==> src/rtl/fifo_write_arbiter_if.sv <==
// Write-side bundle between producers, the arbiter and a fifo_sync write port.
// Parameters must match the arbiter's pREQ / pDATA_WIDTH.

// Handshake: a producer word moves on a rising clk edge where req_valid[i] and
// req_ready[i] are both high. A producer holds valid and data stable until that
// edge; the arbiter may raise or drop ready at any cycle. fifo_wen/fifo_wdata are
// registered and the FIFO captures on the edge where fifo_wen is high.
interface fifo_write_arbiter_if #(
  parameter int pREQ        = 4,
  parameter int pDATA_WIDTH = 8
);
  logic [pREQ-1:0]             req_valid;
  logic [pREQ*pDATA_WIDTH-1:0] req_data;
  logic [pREQ-1:0]             req_ready;
  logic                        fifo_wen;
  logic [pDATA_WIDTH+2:0]      fifo_wdata;
  logic                        fifo_full;
  logic                        fifo_almost_full;

  modport master (
    output req_valid, req_data, fifo_full, fifo_almost_full,
    input  req_ready, fifo_wen, fifo_wdata
  );

  modport slave (
    input  req_valid, req_data, fifo_full, fifo_almost_full,
    output req_ready, fifo_wen, fifo_wdata
  );
endinterface

==> src/rtl/fifo_write_arbiter.sv <==
// Round-robin write arbiter: up to eight producers share one FIFO write port in bounded bursts.
// Optional stall statistics are enabled by defining FIFO_ARB_STATS_EN.
module fifo_write_arbiter #(
  parameter int pREQ        = 4,
  parameter int pDATA_WIDTH = 8,
  parameter int pBURST      = 4
) (
  input  logic        clk,
  input  logic        rst_n,
  fifo_write_arbiter_if.slave bus,
  output logic [2:0]  grant_id,
`ifdef FIFO_ARB_STATS_EN
  input  logic        stall_clear,
  output logic [15:0] stall_count,
`endif
  output logic        busy
);

  typedef enum logic {
    IDLE  = 1'b0,
    GRANT = 1'b1
  } state_t;

  state_t                 state;
  logic [2:0]             last;
  logic [3:0]             burst_cnt;
  logic                   fifo_wen_q;
  logic [pDATA_WIDTH+2:0] fifo_wdata_q;

  // Requesters padded to eight slots so a 3-bit index is always in range.
  logic [7:0]             valid8;
  logic [pDATA_WIDTH-1:0] data8 [8];

  logic                   can_accept;
  logic                   gnt_valid;
  logic [pDATA_WIDTH-1:0] gnt_data;
  logic                   transfer;
  logic                   last_beat;
  logic                   any_valid;
  logic [2:0]             sel;

  // A write already on fifo_wen may take the last free slot, so almost_full blocks then.
  assign can_accept = !bus.fifo_full && !(bus.fifo_almost_full && fifo_wen_q);
  assign gnt_valid  = valid8[grant_id];
  assign gnt_data   = data8[grant_id];
  assign transfer   = (state == GRANT) && gnt_valid && can_accept;
  assign last_beat  = (burst_cnt == 4'(pBURST - 1));

  for (genvar g = 0; g < 8; g++) begin : g_slot
    if (g < pREQ) begin : g_live
      assign valid8[g]        = bus.req_valid[g];
      assign data8[g]         = bus.req_data[g*pDATA_WIDTH +: pDATA_WIDTH];
      assign bus.req_ready[g] = (state == GRANT) && (grant_id == 3'(g)) && can_accept;
    end else begin : g_pad
      assign valid8[g] = 1'b0;
      assign data8[g]  = '0;
    end
  end

  // First valid requester after the last one served, wrapping modulo pREQ.
  always_comb begin
    logic [2:0] idx;
    idx       = '0;
    sel       = '0;
    any_valid = 1'b0;
    for (int k = 1; k <= pREQ; k++) begin
      idx = 3'((int'(last) + k) % pREQ);
      if (!any_valid && valid8[idx]) begin
        any_valid = 1'b1;
        sel       = idx;
      end
    end
  end

  always_ff @(posedge clk or negedge rst_n) begin
    if (!rst_n) begin
      state        <= IDLE;
      last         <= 3'(pREQ - 1);
      burst_cnt    <= '0;
      grant_id     <= '0;
      fifo_wen_q   <= 1'b0;
      fifo_wdata_q <= '0;
    end else begin
      fifo_wen_q <= transfer;
      if (transfer) begin
        fifo_wdata_q <= {grant_id, gnt_data};
      end
      case (state)
        IDLE: begin
          if (any_valid) begin
            grant_id  <= sel;
            last      <= sel;
            burst_cnt <= '0;
            state     <= GRANT;
          end
        end
        GRANT: begin
          // Back-pressure alone never releases the grant; only a finished burst or a dropped valid does.
          if (!gnt_valid) begin
            state <= IDLE;
          end else if (transfer) begin
            if (last_beat) begin
              state <= IDLE;
            end else begin
              burst_cnt <= burst_cnt + 4'd1;
            end
          end
        end
        default: state <= IDLE;
      endcase
    end
  end

  assign bus.fifo_wen   = fifo_wen_q;
  assign bus.fifo_wdata = fifo_wdata_q;
  assign busy           = (state == GRANT);

`ifdef FIFO_ARB_STATS_EN
  // Counts cycles a granted, valid requester is held off by the FIFO.
  always_ff @(posedge clk or negedge rst_n) begin
    if (!rst_n) begin
      stall_count <= '0;
    end else if (stall_clear) begin
      stall_count <= '0;
    end else if ((state == GRANT) && gnt_valid && !can_accept && (stall_count != 16'hFFFF)) begin
      stall_count <= stall_count + 16'd1;
    end
  end
`endif

endmodule

==> src/flat_wrapper.sv <==
// flat-port wrapper written by rule: the top's interface ports become plain ports
module fifo_write_arbiter_flat 
#(
  parameter int pREQ        = 4,
  parameter int pDATA_WIDTH = 8,
  parameter int pBURST      = 4
)
  (clk, rst_n, grant_id, busy, bus_req_valid, bus_req_data, bus_fifo_full, bus_fifo_almost_full, bus_req_ready, bus_fifo_wen, bus_fifo_wdata);
  fifo_write_arbiter_if #(.pREQ(pREQ), .pDATA_WIDTH(pDATA_WIDTH)) bus_i ();
  input  logic clk;
  input  logic rst_n;
  output logic [2:0] grant_id;
  output logic busy;
  input wire logic [$bits(bus_i.req_valid)-1:0] bus_req_valid;
  input wire logic [$bits(bus_i.req_data)-1:0] bus_req_data;
  input wire logic [$bits(bus_i.fifo_full)-1:0] bus_fifo_full;
  input wire logic [$bits(bus_i.fifo_almost_full)-1:0] bus_fifo_almost_full;
  output wire logic [$bits(bus_i.req_ready)-1:0] bus_req_ready;
  output wire logic [$bits(bus_i.fifo_wen)-1:0] bus_fifo_wen;
  output wire logic [$bits(bus_i.fifo_wdata)-1:0] bus_fifo_wdata;
  assign bus_i.req_valid = bus_req_valid;
  assign bus_i.req_data = bus_req_data;
  assign bus_i.fifo_full = bus_fifo_full;
  assign bus_i.fifo_almost_full = bus_fifo_almost_full;
  assign bus_req_ready = bus_i.req_ready;
  assign bus_fifo_wen = bus_i.fifo_wen;
  assign bus_fifo_wdata = bus_i.fifo_wdata;
  fifo_write_arbiter #(.pREQ(pREQ), .pDATA_WIDTH(pDATA_WIDTH), .pBURST(pBURST)) u_core (.clk(clk), .rst_n(rst_n), .bus(bus_i), .grant_id(grant_id), .busy(busy));
endmodule
==> config.mk <==
export PLATFORM = sky130hd
export DESIGN_NAME = fifo_write_arbiter_flat
export DESIGN_NICKNAME = d
export VERILOG_FILES = /design/src/rtl/fifo_write_arbiter_if.sv /design/src/rtl/fifo_write_arbiter.sv /design/src/flat_wrapper.sv
export SDC_FILE = /design/constraint.sdc
export NUM_CORES = 1
export LEC_CHECK = 0
export CORE_UTILIZATION = 26
export DETAILED_ROUTE_END_ITERATION = 10
export PLACE_DENSITY = 0.65
export REMOVE_ABC_BUFFERS = 1
export SLEW_MARGIN = 20
export SYNTH_ARGS = -nofsm -noshare
export SYNTH_HDL_FRONTEND = slang
export SYNTH_SLANG_ARGS = --single-unit
==> constraint.sdc <==
create_clock -name clk -period 1.9 [get_ports clk]
set_clock_uncertainty 0.05 [all_clocks]
set_input_delay 0.475 -clock clk [delete_from_list [all_inputs] [get_ports clk]]
set_output_delay 0.475 -clock clk [all_outputs]
set_load 0.005 [all_outputs]
==> flow_summary.json, run 1 <==
{
  "ctsHoldBuffers": 0,
  "whs_ps": 465,
  "first_pass_iters": 7,
  "drv_cap": 0,
  "syn-cell-area_um2": 1240,
  "wl_per_cell_um": 15.0,
  "finalCriticalPeriod_ps": 1880,
  "setup_tns_ps": 0,
  "path_class": "input pin to register",
  "hpwl_mm": 2.67,
  "yosys_warnings": 0,
  "critPathRequiredTime_ps": 2000,
  "setup.worst_path.start_class": "input pin",
  "synth_top_area_share_pct": 36.2,
  "grt_use_met3_pct": 3.70,
  "h-tree-depth": 1,
  "grt_overflow": 0,
  "power_density_nw_per_um2": 1360,
  "final_util_pct": 46.7,
  "area_growth_pct": 67.7,
  "die_width_um": 71.2,
  "port_buffers": 57,
  "hold_violations": 0,
  "layout-drive-gt1-share_pct": 30.9,
  "clockBufferDepth": 2,
  "insertion_delay_ps": 260,
  "n_fill_cell": 404,
  "p_total_mw": 2.84,
  "cts_buffers": 3,
  "clkSinkCount": 20,
  "clock-root-buffer": "clkbuf_8",
  "end_kind": "register",
  "core_um2": 4470,
  "vias_per_cell": 4.95,
  "status": "complete, but fails checks",
  "die_h_um": 71.2,
  "grt_util_met2_pct": 25.3,
  "start_util_pct": 27.8,
  "fin_cells": 227,
  "fin_crit_sh_pct": 99.0,
  "synth_area_leader_cell": "dfrtp_1",
  "hold_class": "register to register",
  "drc": 13,
  "slew_viol_final": 0,
  "synth.most_common_cell": "dfrtp_1",
  "leakage_nw": 0.908,
  "grt-busiest-layer": "met2",
  "path_clk_slew_ps": 70,
  "violations": "design-rule violations",
  "critPathMaxFanout": 2,
  "max_stage_delay_ps": 520,
  "placedCellCount": 218,
  "antenna_found_initial": 0,
  "synth_edf_count": 0,
  "totalWireLength_mm": 3.41,
  "cts_tree": "done",
  "dr.first_iter.drc_count": 48,
  "syn_avg_cell_area_um2": 12.3,
  "io_pins": 60,
  "slowest_stage": "mux4_2",
  "rsz0062_at_grt": "true",
  "crit_chain": "clkdlybuf4s50_1, mux4_2, nand3_4, buf_4, mux2_2",
  "gr-usage-met1_pct": 15.2,
  "synth_common_cells": "18 x dfrtp_1, 9 x o21ai_0, 7 x mux2_4",
  "ys_types": 36,
  "routabilityCongestion": 0.805,
  "detail-route-antenna-nets": 0,
  "synth.area.top_cells": "dfrtp_1 36%, mux4_2 11%, mux2_4 8.4%, mux4_1 6.3%, dfstp_2 4.2%",
  "num_antenna_cells": 0,
  "synth_flop_cell": "dfrtp_1",
  "synth.ff_latch_count": 20,
  "critical_path_arrival_ps": 1980,
  "grt_pass1_wl_mm": 5.44,
  "peakVddDrop_uv": 405,
  "nets": 217,
  "setup_viol_count_final": 0,
  "vias": 1124,
  "seq_area_frac_synth_pct": 40.4,
  "grt_max_degree": 21,
  "rows": 24,
  "synth_cells": 101,
  "die_area_um2": 5070,
  "grt_pass1_vias": 1179,
  "grtUsageTotal_pct": 13.9,
  "fmax_ghz": 0.532,
  "async_flop_share_pct": 100
}
where the power goes:
group          internal [mW]  switching (mW)  leakage [nW]
clock network          0.281           0.142        0.0357
registers              0.658           0.158         0.237
logic                  0.992           0.606         0.635
total                   1.93           0.905         0.908
logic make-up after synthesis:
| logic type | after synthesis | synth area share (%) |
|---|---|---|
| flip-flops | 20 | 40.4 |
| adder cells (fa/ha/maj) | 1 | 1.00 |
| AO/OA/AOI/OAI | 21 | 10.4 |
| AND/OR/NAND/NOR | 24 | 11.8 |
| other | 1 | 0.301 |
| multiplexers | 22 | 30.8 |
| buffers and inverters | 12 | 5.43 |
cell type report:
type / count / area [um2] / area share (%)
inverters: 4 / 17.5 / 0.839
repair buffers: 77 / 721 / 34.5
clock inverters: 1 / 30.0 / 1.44
flip-flops and latches: 20 / 505 / 24.2
multi-input cells: 70 / 708 / 33.9
clock buffers: 3 / 41.3 / 1.98
well taps: 52 / 65.1 / 3.12
per-stage QoR:
step | worst slack (ps) | area [um2]
finish | 19.2 | 2090
detailed placement | -570 | 1940
global route | -30.4 | 2090
floorplan | -114 | 1200
CTS | -9.63 | 2060
global placement | -520 | 1940
registers in the layout, summed over array words and instances, names as in the netlist:
signal,flops
u_core.busy,1
u_core.grant_id,2
u_core.bus.fifo_wdata,10
u_core.bus.fifo_wen,1
u_core.burst_cnt,4
u_core.last,2
placed cells by master (no fill, tap or decap), types with 2 or more instances in the layout:
cell type / Yosys / final
a21o_1: 2 / 2
a21oi_1: 4 / 3
a31oi_1: 2 / 2
buf_2: 0 / 2
buf_4: 2 / 19
clkbuf_8: 0 / 3
clkdlybuf4s15_1: 0 / 3
clkdlybuf4s50_1: 0 / 48
conb_1: 1 / 2
dfrtp_1: 18 / 16
dfrtp_2: 0 / 2
dfstp_2: 2 / 2
dlymetal6s2s_1: 0 / 3
inv_1: 3 / 3
mux2_2: 3 / 3
mux2_4: 7 / 7
mux2i_1: 3 / 3
mux4_1: 3 / 3
mux4_2: 6 / 6
nand2_1: 3 / 2
nand2b_1: 2 / 2
nand3b_1: 2 / 2
nand4_1: 2 / 2
nor2_1: 3 / 3
nor2b_1: 2 / 2
nor3_2: 0 / 2
o21ai_0: 9 / 9
critical path, delay by kind of cell:
family | cells | cell delay [ps]
and+or+nand+nor | 1 | 120
muxes | 2 | 840
buffers and inverters | 2 | 540
path summary, 6_finish.rpt:
| check | startpoint | endpoint | slack, ps | cells after the start |
|---|---|---|---|---|
| max | bus_req_valid[1] | u_core.bus.fifo_wdata[8]$_DFFE_PN0P_ | 20 | 5 |
| min | u_core.burst_cnt[0]$_DFFE_PN0P_ | u_core.burst_cnt[0]$_DFFE_PN0P_ | 470 | 1 |
| min reg2reg | u_core.burst_cnt[0]$_DFFE_PN0P_ | u_core.burst_cnt[0]$_DFFE_PN0P_ | 470 | 1 |
| min in group asynchronous | rst_n | u_core.bus.fifo_wdata[1]$_DFFE_PN0P_ | 520 | 2 |
| max in group asynchronous | rst_n | u_core.last[0]$_DFFE_PN1P_ | 1010 | 2 |
| max reg2reg | u_core.grant_id[0]$_DFFE_PN0P_ | u_core.bus.fifo_wdata[8]$_DFFE_PN0P_ | 130 | 5 |
metal layers:
metal / vias up / wire (um)
met4: 0 / 44
met5: - / 0
met3: 4 / 349
met1: 529 / 1420
met2: 57 / 1590
li1: 534 / -
what timing repair did:
action                                  4_1_cts  5_1_grt
pin swaps                                     5        3
gates resized for setup                      23        5
endpoints found under the setup margin       16        7
buffers inserted                              4        1
Note: power is estimated with default switching activity, not from simulation.
==> inputs of run 2 (changes only) <==
GPL_TIMING_DRIVEN = 0   (was unset)
==> run 2 against run 1 <==
The run still ends with design-rule violations left. First-iteration DRC count is the same. Non-clock buffer count down 7. Die area unchanged. Critical path depth unchanged. Flip-flop and latch count is the same. Power shrank 5.5%. Global-route usage down 0.62 points. Hold slack worse by 7.2 ps.
==> flow_summary.json, run 2 (synthesis results as in run 1) <==
{
  "insertion_delay_ps": 260,
  "hpwl_mm": 2.44,
  "fin_crit_sh_pct": 97.0,
  "largest_reg_flops": 10,
  "grt_pass1_vias": 1093,
  "core_um2": 4470,
  "slowest_stage": "dlygate4sd2_1",
  "die_area_um2": 5070,
  "critPathRequiredTime_ps": 1370,
  "slew_viol_final": 0,
  "port_buffers": 57,
  "peakVddDrop_uv": 398,
  "io_pins": 60,
  "area_growth_pct": 61.3,
  "hold_violations": 0,
  "path_class": "input pin to output port",
  "final_common_cell": "clkdlybuf4s50_1",
  "layout_common_cells": "47 x clkdlybuf4s50_1, 15 x dfrtp_1, 12 x buf_4, 9 x o21ai_0",
  "path_clk_slew_ps": 70,
  "multi_input_area_um2": 708,
  "cp_num_buf_inv": 2,
  "grt_pass1_wl_mm": 5.15,
  "nets": 210,
  "critPathTopFamily": "buffers and inverters",
  "totalWireLength_mm": 3.34,
  "end_kind": "output port",
  "wl_per_cell_um": 15.2,
  "finalCriticalPeriod_ps": 1840,
  "cp_common_cell": "dlygate4sd2_1",
  "num_antenna_cells": 0,
  "die_width_um": 71.2,
  "drc": 13,
  "drv_cap": 0,
  "detail-route-antenna-nets": 0,
  "leakage_nw": 0.850,
  "hold_class": "register to register",
  "h-tree-depth": 1,
  "critical_path_arrival_ps": 1320,
  "vias_per_cell": 5.05,
  "cts_buffers": 3,
  "dpl_cell_area_um2": 1830,
  "antenna_found_initial": 0,
  "start_util_pct": 27.8,
  "layout-drive-gt1-share_pct": 27.4,
  "fmax_ghz": 0.543,
  "slew_headroom_pct": 42.9,
  "violations": "design-rule violations",
  "critical_path.startpoint": "bus_fifo_full",
  "crit_chain": "dlygate4sd2_1, a21oi_4, nand3_2, nor2_1, dlygate4sd2_1",
  "dr.first_iter.drc_count": 48,
  "rsz0062_at_grt": "false",
  "n_fill_cell": 406,
  "vias": 1112,
  "status": "complete, but fails checks",
  "clockBufferDepth": 2,
  "hp-start": "u_core.bus.fifo_wdata[0]$_DFFE_PN0P_",
  "grt_overflow": 0,
  "seq_area_um2": 509,
  "die_h_um": 71.2,
  "grtUsageTotal_pct": 13.3,
  "setup_tns_ps": 0,
  "first_pass_iters": 7,
  "power_density_nw_per_um2": 1330,
  "whs_ps": 458,
  "max_stage_delay_ps": 260,
  "tightest_slew_ps": 855,
  "clock-root-buffer": "clkbuf_8",
  "clkSinkCount": 20,
  "grt_max_degree": 21,
  "r2r-start": "u_core.grant_id[0]$_DFFE_PN0P_",
  "routabilityCongestion": 0.740,
  "setup_viol_count_final": 0,
  "critPathMaxFanout": 2,
  "setup.worst_path.start_class": "input pin",
  "cts_tree": "done",
  "final_area_um2": 2010,
  "rows": 24
}
run 2: cell count changes in the layout (fill, tap and decap cells not counted), moves of 2 or more:
| cell | change |
|---|---|
| nor3_2 | -2 |
| nor3_1 | +2 |
| clkdlybuf4s15_1 | -2 |
| buf_4 | -7 |
| dlygate4sd2_1 | +6 |
| dlymetal6s2s_1 | -3 |
run 2: per-stage QoR:
step / setup slack, ps / power [mW] / util, % / cells
3_5_place_dp: -851 / 2.17 / 40.9 / 203
5_1_grt: 4.06 / 2.87 / 44.9 / 220
2_1_floorplan: -114 / 1.57 / - / 94
6_report: 57.4 / 2.68 / 44.9 / 220
4_1_cts: 3.84 / 2.69 / 44.5 / 219
3_3_place_gp: -870 / 2.13 / 40.9 / 203
run 2: worst paths after layout:
kind / to / depth (start not counted) / slack, ps
setup / recovery: bus_req_ready[3] / 5 / 60
hold / removal: u_core.bus.fifo_wdata[0]$_DFFE_PN0P_ / 1 / 460
setup reg to reg: u_core.bus.fifo_wdata[1]$_DFFE_PN0P_ / 4 / 160
hold reg to reg: u_core.bus.fifo_wdata[0]$_DFFE_PN0P_ / 1 / 460
max in group asynchronous: u_core.grant_id[0]$_DFFE_PN0P_ / 1 / 520
min in group asynchronous: u_core.bus.fifo_wdata[7]$_DFFE_PN0P_ / 1 / 650
run 2: layout make-up:
type	instances	share of cell area, %
Clock buffer	4	2.74
Inverter	4	0.872
Multi-Input combinational cell	70	35.3
Sequential cell	20	25.4
Tap cell	52	3.24
Timing Repair Buffer	70	32.5
run 2: per-layer routing:
layer / vias to the layer above / share of wire (%) / GRT usage [%] / wire (um)
met5: - / 0 / 0 / 0
met4: 0 / 1.4 / 5.33 / 46
met3: 4 / 13 / 4.56 / 421
met2: 55 / 47 / 23.4 / 1570
met1: 530 / 39 / 14.7 / 1300
li1: 523 / - / - / -
run 2: power breakdown:
group          leakage (nW)  switching, mW  internal, mW
Combinational         0.585          0.530         0.953
Sequential            0.236          0.212         0.665
Clock                0.0288          0.135         0.184
run 2: what timing repair did:
action	CTS	global route
endpoints found under the hold margin	0	0
resized for setup	25	3
setup buffers	12	1
hold buffers	0	0
pin swaps	3	2
endpoints found under the setup margin	27	5
